## src/rtl/bus_pkg.sv

```systemverilog
// bus_pkg: shared constants, state type and width helper for the serial bus ports
package bus_pkg;
  localparam logic MODE_READ = 1'b0;
  localparam logic MODE_WRITE = 1'b1;
  localparam bit LSB_FIRST = 1'b1;
  typedef enum logic [2:0] {IDLE, ADDR, WDATA, RWAIT, RDATA, DONE} mp_state_t;
  function automatic int tmo_width(input int t);
    return $clog2(t + 1);
  endfunction
endpackage

```

## src/rtl/master_rx_shifter.sv

```systemverilog
// master_rx_shifter: SIPO deserializer (clk, rst, clr, en/din in; word = value after this bit, done = this bit completes the word)
module master_rx_shifter
  import bus_pkg::*;
#(
  parameter int W = 8
) (
  input  logic         clk,
  input  logic         rst,
  input  logic         clr,
  input  logic         en,
  input  logic         din,
  output logic [W-1:0] word,
  output logic         done
);
  localparam int BW = $clog2(W + 1);
  logic [BW-1:0] cnt;
  logic [W-1:0] data;
  assign word = LSB_FIRST ? {din, data[W-1:1]} : {data[W-2:0], din};
  assign done = en && cnt == BW'(W - 1);
  always_ff @(posedge clk) begin
    if (rst || clr) begin
      cnt <= '0;
      data <= '0;
    end else if (en) begin
      cnt <= cnt + 1'b1;
      data <= word;
    end
  end
endmodule

```

## src/rtl/master_port.sv

```systemverilog
// master_port: serial bus initiator; device side (dvalid/dmode/daddr/dwdata -> dready/drdata/drvalid/dack/derr), bus side (mwdata/mmode/mvalid out, srdata/svalid in)
module master_port
  import bus_pkg::*;
#(
  parameter int ADDR_WIDTH = 12,
  parameter int DATA_WIDTH = 8,
  parameter int TIMEOUT = 64
) (
  input  logic                  clk,
  input  logic                  rstn,
  input  logic                  dvalid,
  input  logic                  dmode,
  input  logic [ADDR_WIDTH-1:0] daddr,
  input  logic [DATA_WIDTH-1:0] dwdata,
  output logic                  dready,
  output logic [DATA_WIDTH-1:0] drdata,
  output logic                  drvalid,
  output logic                  dack,
  output logic                  derr,
  output logic                  mwdata,
  output logic                  mmode,
  output logic                  mvalid,
  input  logic                  srdata,
  input  logic                  svalid
);
  localparam int CW = $clog2((ADDR_WIDTH > DATA_WIDTH ? ADDR_WIDTH : DATA_WIDTH) + 1);
  localparam int TW = tmo_width(TIMEOUT);
  localparam int SW = ADDR_WIDTH + DATA_WIDTH;
  mp_state_t state, nxt;
  logic [CW-1:0] cnt, cnt_nxt;
  logic [TW-1:0] tcnt;
  logic [SW-1:0] sr, sr_nxt;
  logic [DATA_WIDTH-1:0] rx_word;
  logic mode, mode_nxt, accept, rx, rx_en, rx_done, tmo, tx;
  assign dready = state == IDLE;
  assign accept = dready && dvalid;
  assign rx = state == RWAIT || state == RDATA;
  assign rx_en = rx && svalid;
  assign tmo = rx && !svalid && tcnt == TW'(TIMEOUT - 1);
  // address then data sit in one shift register; bit 0 is always the next bit on the wire
  assign sr_nxt = accept ? {dwdata, daddr} : sr >> 1;
  assign mode_nxt = accept ? dmode : mode;
  // registered bus outputs are computed from the state being entered
  assign tx = nxt == ADDR || nxt == WDATA;
  master_rx_shifter #(.W(DATA_WIDTH)) u_rx (
    .clk (clk),
    .rst (rstn),
    .clr (accept),
    .en  (rx_en),
    .din (srdata),
    .word(rx_word),
    .done(rx_done)
  );
  always_comb begin
    nxt = state;
    cnt_nxt = cnt + 1'b1;
    case (state)
      IDLE: begin
        nxt = dvalid ? ADDR : IDLE;
        cnt_nxt = '0;
      end
      ADDR: if (cnt == CW'(ADDR_WIDTH - 1)) begin
        nxt = mode == MODE_WRITE ? WDATA : RWAIT;
        cnt_nxt = '0;
      end
      WDATA: nxt = cnt == CW'(DATA_WIDTH - 1) ? DONE : WDATA;
      RWAIT, RDATA: nxt = ((rx_en && rx_done) || tmo) ? DONE : (rx_en ? RDATA : state);
      default: nxt = IDLE;
    endcase
  end
  always_ff @(posedge clk) begin
    if (rstn) begin
      state <= IDLE;
      cnt <= '0;
      tcnt <= '0;
      sr <= '0;
      mode <= MODE_READ;
      mvalid <= 1'b0;
      mwdata <= 1'b0;
      mmode <= 1'b0;
      dack <= 1'b0;
      derr <= 1'b0;
      drvalid <= 1'b0;
      drdata <= '0;
    end else begin
      state <= nxt;
      cnt <= cnt_nxt;
      // held at zero through ADDR so RWAIT is always entered with a clear count
      tcnt <= (state == ADDR || rx_en) ? '0 : (rx ? tcnt + 1'b1 : tcnt);
      sr <= sr_nxt;
      mode <= mode_nxt;
      mvalid <= tx;
      mwdata <= tx & sr_nxt[0];
      mmode <= tx & mode_nxt;
      dack <= nxt == DONE;
      derr <= tmo;
      drvalid <= rx_en && rx_done;
      drdata <= (rx_en && rx_done) ? rx_word : drdata;
    end
  end
endmodule
```

## config.mk

```make
export PLATFORM = sky130hd
export DESIGN_NAME = master_port
export DESIGN_NICKNAME = d
export VERILOG_FILES = /design/src/rtl/bus_pkg.sv /design/src/rtl/master_rx_shifter.sv /design/src/rtl/master_port.sv
export SDC_FILE = /design/constraint.sdc
export NUM_CORES = 1
export LEC_CHECK = 0
export ABC_AREA = 0
export CORE_MARGIN = 2
export CORE_UTILIZATION = 51
export DETAILED_ROUTE_END_ITERATION = 12
export GPL_ROUTABILITY_DRIVEN = 0
export PLACE_DENSITY_LB_ADDON = 0.05
export SYNTH_ARGS = -nofsm -noshare
export SYNTH_HDL_FRONTEND = slang
export SYNTH_SLANG_ARGS = --single-unit
```

## constraint.sdc

```tcl
create_clock -name clk -period 2.6 [get_ports clk]
set_clock_uncertainty 0.05 [all_clocks]
set_input_delay 0.52 -clock clk [delete_from_list [all_inputs] [get_ports clk]]
set_output_delay 0.52 -clock clk [all_outputs]
set_load 0.02 [all_outputs]
```

==> run summary <==
Layout cells sized above 1: 0.0906
RSZ-0062 raised after global routing: false
Vias: 1818
Dpl hpwl: 2.97 mm
Met3 routed WL: 145 microns
Final Slew Violations: 0
Req. time, crit path: 2.03 ns
Worst setup EP type: output pin
# IOs: 41
Slew HR: 0.605
First-pass GRT wire length: 7.36 mm
Rows: 24
Cell count after synthesis: 259
Hold WC Path Type: reg -> reg
Worst path arrival time: 1.65 ns
Hold Violations, Final: 0
Syn nets: 288
Most frequent cells in the layout: 59 x dfxtp_1, 53 x nand2_1, 40 x clkdlybuf4s50_1
Grt total ovfl: 0
#FFs+latches synth: 59
Fin cells: 361
Initial antenna violation count: 0
Critical path class: reg -> out
Clock Latency Late Sink: 0.32 ns
Die X: 71.3 microns
Die height: 71.3 microns
IO buf count: 40
Top cells by area, synth: dfxtp_1 51%, nand2_1 8.6%, mux2i_1 6.9%
Critical path's slowest cell: clkdlybuf4s50_1
Tmin final: 2.22 ns
Max H-tree Level: 3
Startpoint types: flip-flop
Peak VDD IR: 0.366 mV
Commonest non-fill, non-tap cell in the layout: dfxtp_1
M1 WL: 2.15 mm
Sequential share of the synthesized area: 0.511
Fill count: 373
Syn Area/Cell: 8.92 sq um
DR vias/cell: 5.04
Crit path cell chain: buf_4 -> nor3_1 -> clkdlybuf4s50_1
EDFF count, synth: 0
Post-synth top area cell: dfxtp_1
Post-layout util: 0.681
Prevailing post-synth register cell: dfxtp_1
Total of cells resized after clock tree synthesis: 0
Final number of setup-violating endpoints: 0
Yosys top cell area share: 0.511
P&R area growth vs syn: 28.4%
CP max stage delay: 0.64 ns
Setup bufs post-CTS: 0
CTS buffer count: 9
Largest net degree at the start of global routing: 21
Clock Pin Slew Worst Setup and Hold Paths: 0.06 ns
Initial Utilization: 0.530
Setup ws final: 0.378 ns
Pwr dens: 621 mW/mm^2
DIE AREA: 0.00508 sq mm
Clock root cell: clkbuf_8
Share of synthesized registers carrying an async set or reset: 0
CTS tree: yes
Layout Nets: 333
Vias in the first global route: 1712
Final period util: 0.855
Netlist Area Pre-Place: 0.00231 sq mm
Drt first pass iters: 4
Core ar.: 0.00435 sq mm
Ant diodes: 0
Setup_tns: 0 ns
Initial DRC count: 86
Synth Warn #: 0
CTS max path bufs: 2
DR WL met2: 1.98 mm
Fmax: 450 MHz
Antenna-violating nets left: 0
Global router's overall resource usage: 0.185
Final wirelength: 4.34 mm
Slew @ Worst Pin: 0.588 ns
DRC errors left: 0
Total Power: 1840 uW
Crit Path Max Fanout: 10
Clk sink count: 59
Max-Cap Viols: 0
Outcome: complete, no violations
Uppermost layer routed: met4
Unique masters post-synth: 36
LEAKAGE: 0.00108 uW
Wire per inst: 12.0 microns
Place WS: 0.310 ns
Number of placed instances, taps included: 345
Hold buffer count at cts: 0
==> stage by stage <==
stage | cell area, sq um | hold slack [ns]
finish | 2970 | 0.390
global route | 2970 | 0.405
CTS | 2970 | 0.391
detailed placement | 2770 | 0.383
global placement | 2770 | 0.376
floorplan | 2310 | 0.368
==> kinds of logic (layout without fill, tap and decap cells) <==
| logic type | after synthesis | after routing | share of synthesized area |
|---|---|---|---|
| XOR/XNOR | 11 | 11 | 0.0417 |
| multiplexers | 16 | 16 | 0.0693 |
| AND/OR/NAND/NOR | 116 | 116 | 0.225 |
| adder cells (fa/ha/maj) | 3 | 3 | 0.0163 |
| AO/OA/AOI/OAI | 37 | 37 | 0.100 |
| flip-flops | 59 | 59 | 0.511 |
| buffers and inverters | 17 | 67 | 0.0358 |
==> synth_stat cells (all sizes together), types with 2 or more instances <==
| library cell | instances |
|---|---|
| dfxtp | 59 |
| nand2 | 53 |
| nor2 | 35 |
| a21oi | 28 |
| mux2i | 16 |
| clkbuf | 10 |
| xor2 | 7 |
| buf | 5 |
| nor3 | 5 |
| xnor2 | 4 |
| ha | 3 |
| nand4 | 3 |
| a211o | 2 |
| and2 | 2 |
| inv | 2 |
| nand2b | 2 |
| nand3 | 2 |
| nand3b | 2 |
| nor3b | 2 |
| nor4 | 2 |
| nor4b | 2 |
| o21ai | 2 |
==> power breakdown <==
group | switching (uW) | internal (uW)
logic | 69.1 | 70.7
registers | 7.40 | 929
clock network | 317 | 449
total | 394 | 1450
==> critical path, delay by kind of cell, from the launching register on <==
kind                   cells  cell delay (ns)
buffers and inverters      2             0.81
DFF                        1             0.32
and+or+nand+nor            1             0.20
==> routing by layer <==
metal / vias to the layer above / global-route usage
met4: 0 / 0.0943
met1: 833 / 0.237
met5: - / 0
met3: 6 / 0.0506
li1: 954 / -
met2: 25 / 0.287
==> area by class of cell <==
class / count / area, sq um / area share
clock buffers: 15 / 186 / 0.0629
clock inverters: 1 / 5.00 / 0.00169
inverters: 2 / 7.51 / 0.00253
multi-input cells: 183 / 1050 / 0.355
flip-flops and latches: 59 / 1180 / 0.398
well taps: 52 / 65.1 / 0.0219
repair buffers: 49 / 468 / 0.158
==> final timing paths <==
check                           depth (start not counted)  slack (ns)  endpoint     start
worst min register to register                          2        0.39    sr[11]    sr[12]
worst max register to register                          5        0.45     mmode  state[1]
worst min-delay path                                    2        0.39    sr[11]    sr[12]
worst max-delay path                                    3        0.38    dready  state[0]
==> flip-flops by register name, indices dropped and copies added, names as in the netlist <==
| register | count |
|---|---|
| cnt | 4 |
| tcnt | 7 |
| mvalid | 1 |
| state | 3 |
| derr | 1 |
| drvalid | 1 |
| sr | 19 |
| dack | 1 |
| mwdata | 1 |
| drdata | 8 |
| u_rx.cnt | 4 |
| mode | 1 |
| mmode | 1 |
| u_rx.data | 7 |
Note: power is estimated with default switching activity, not from simulation.
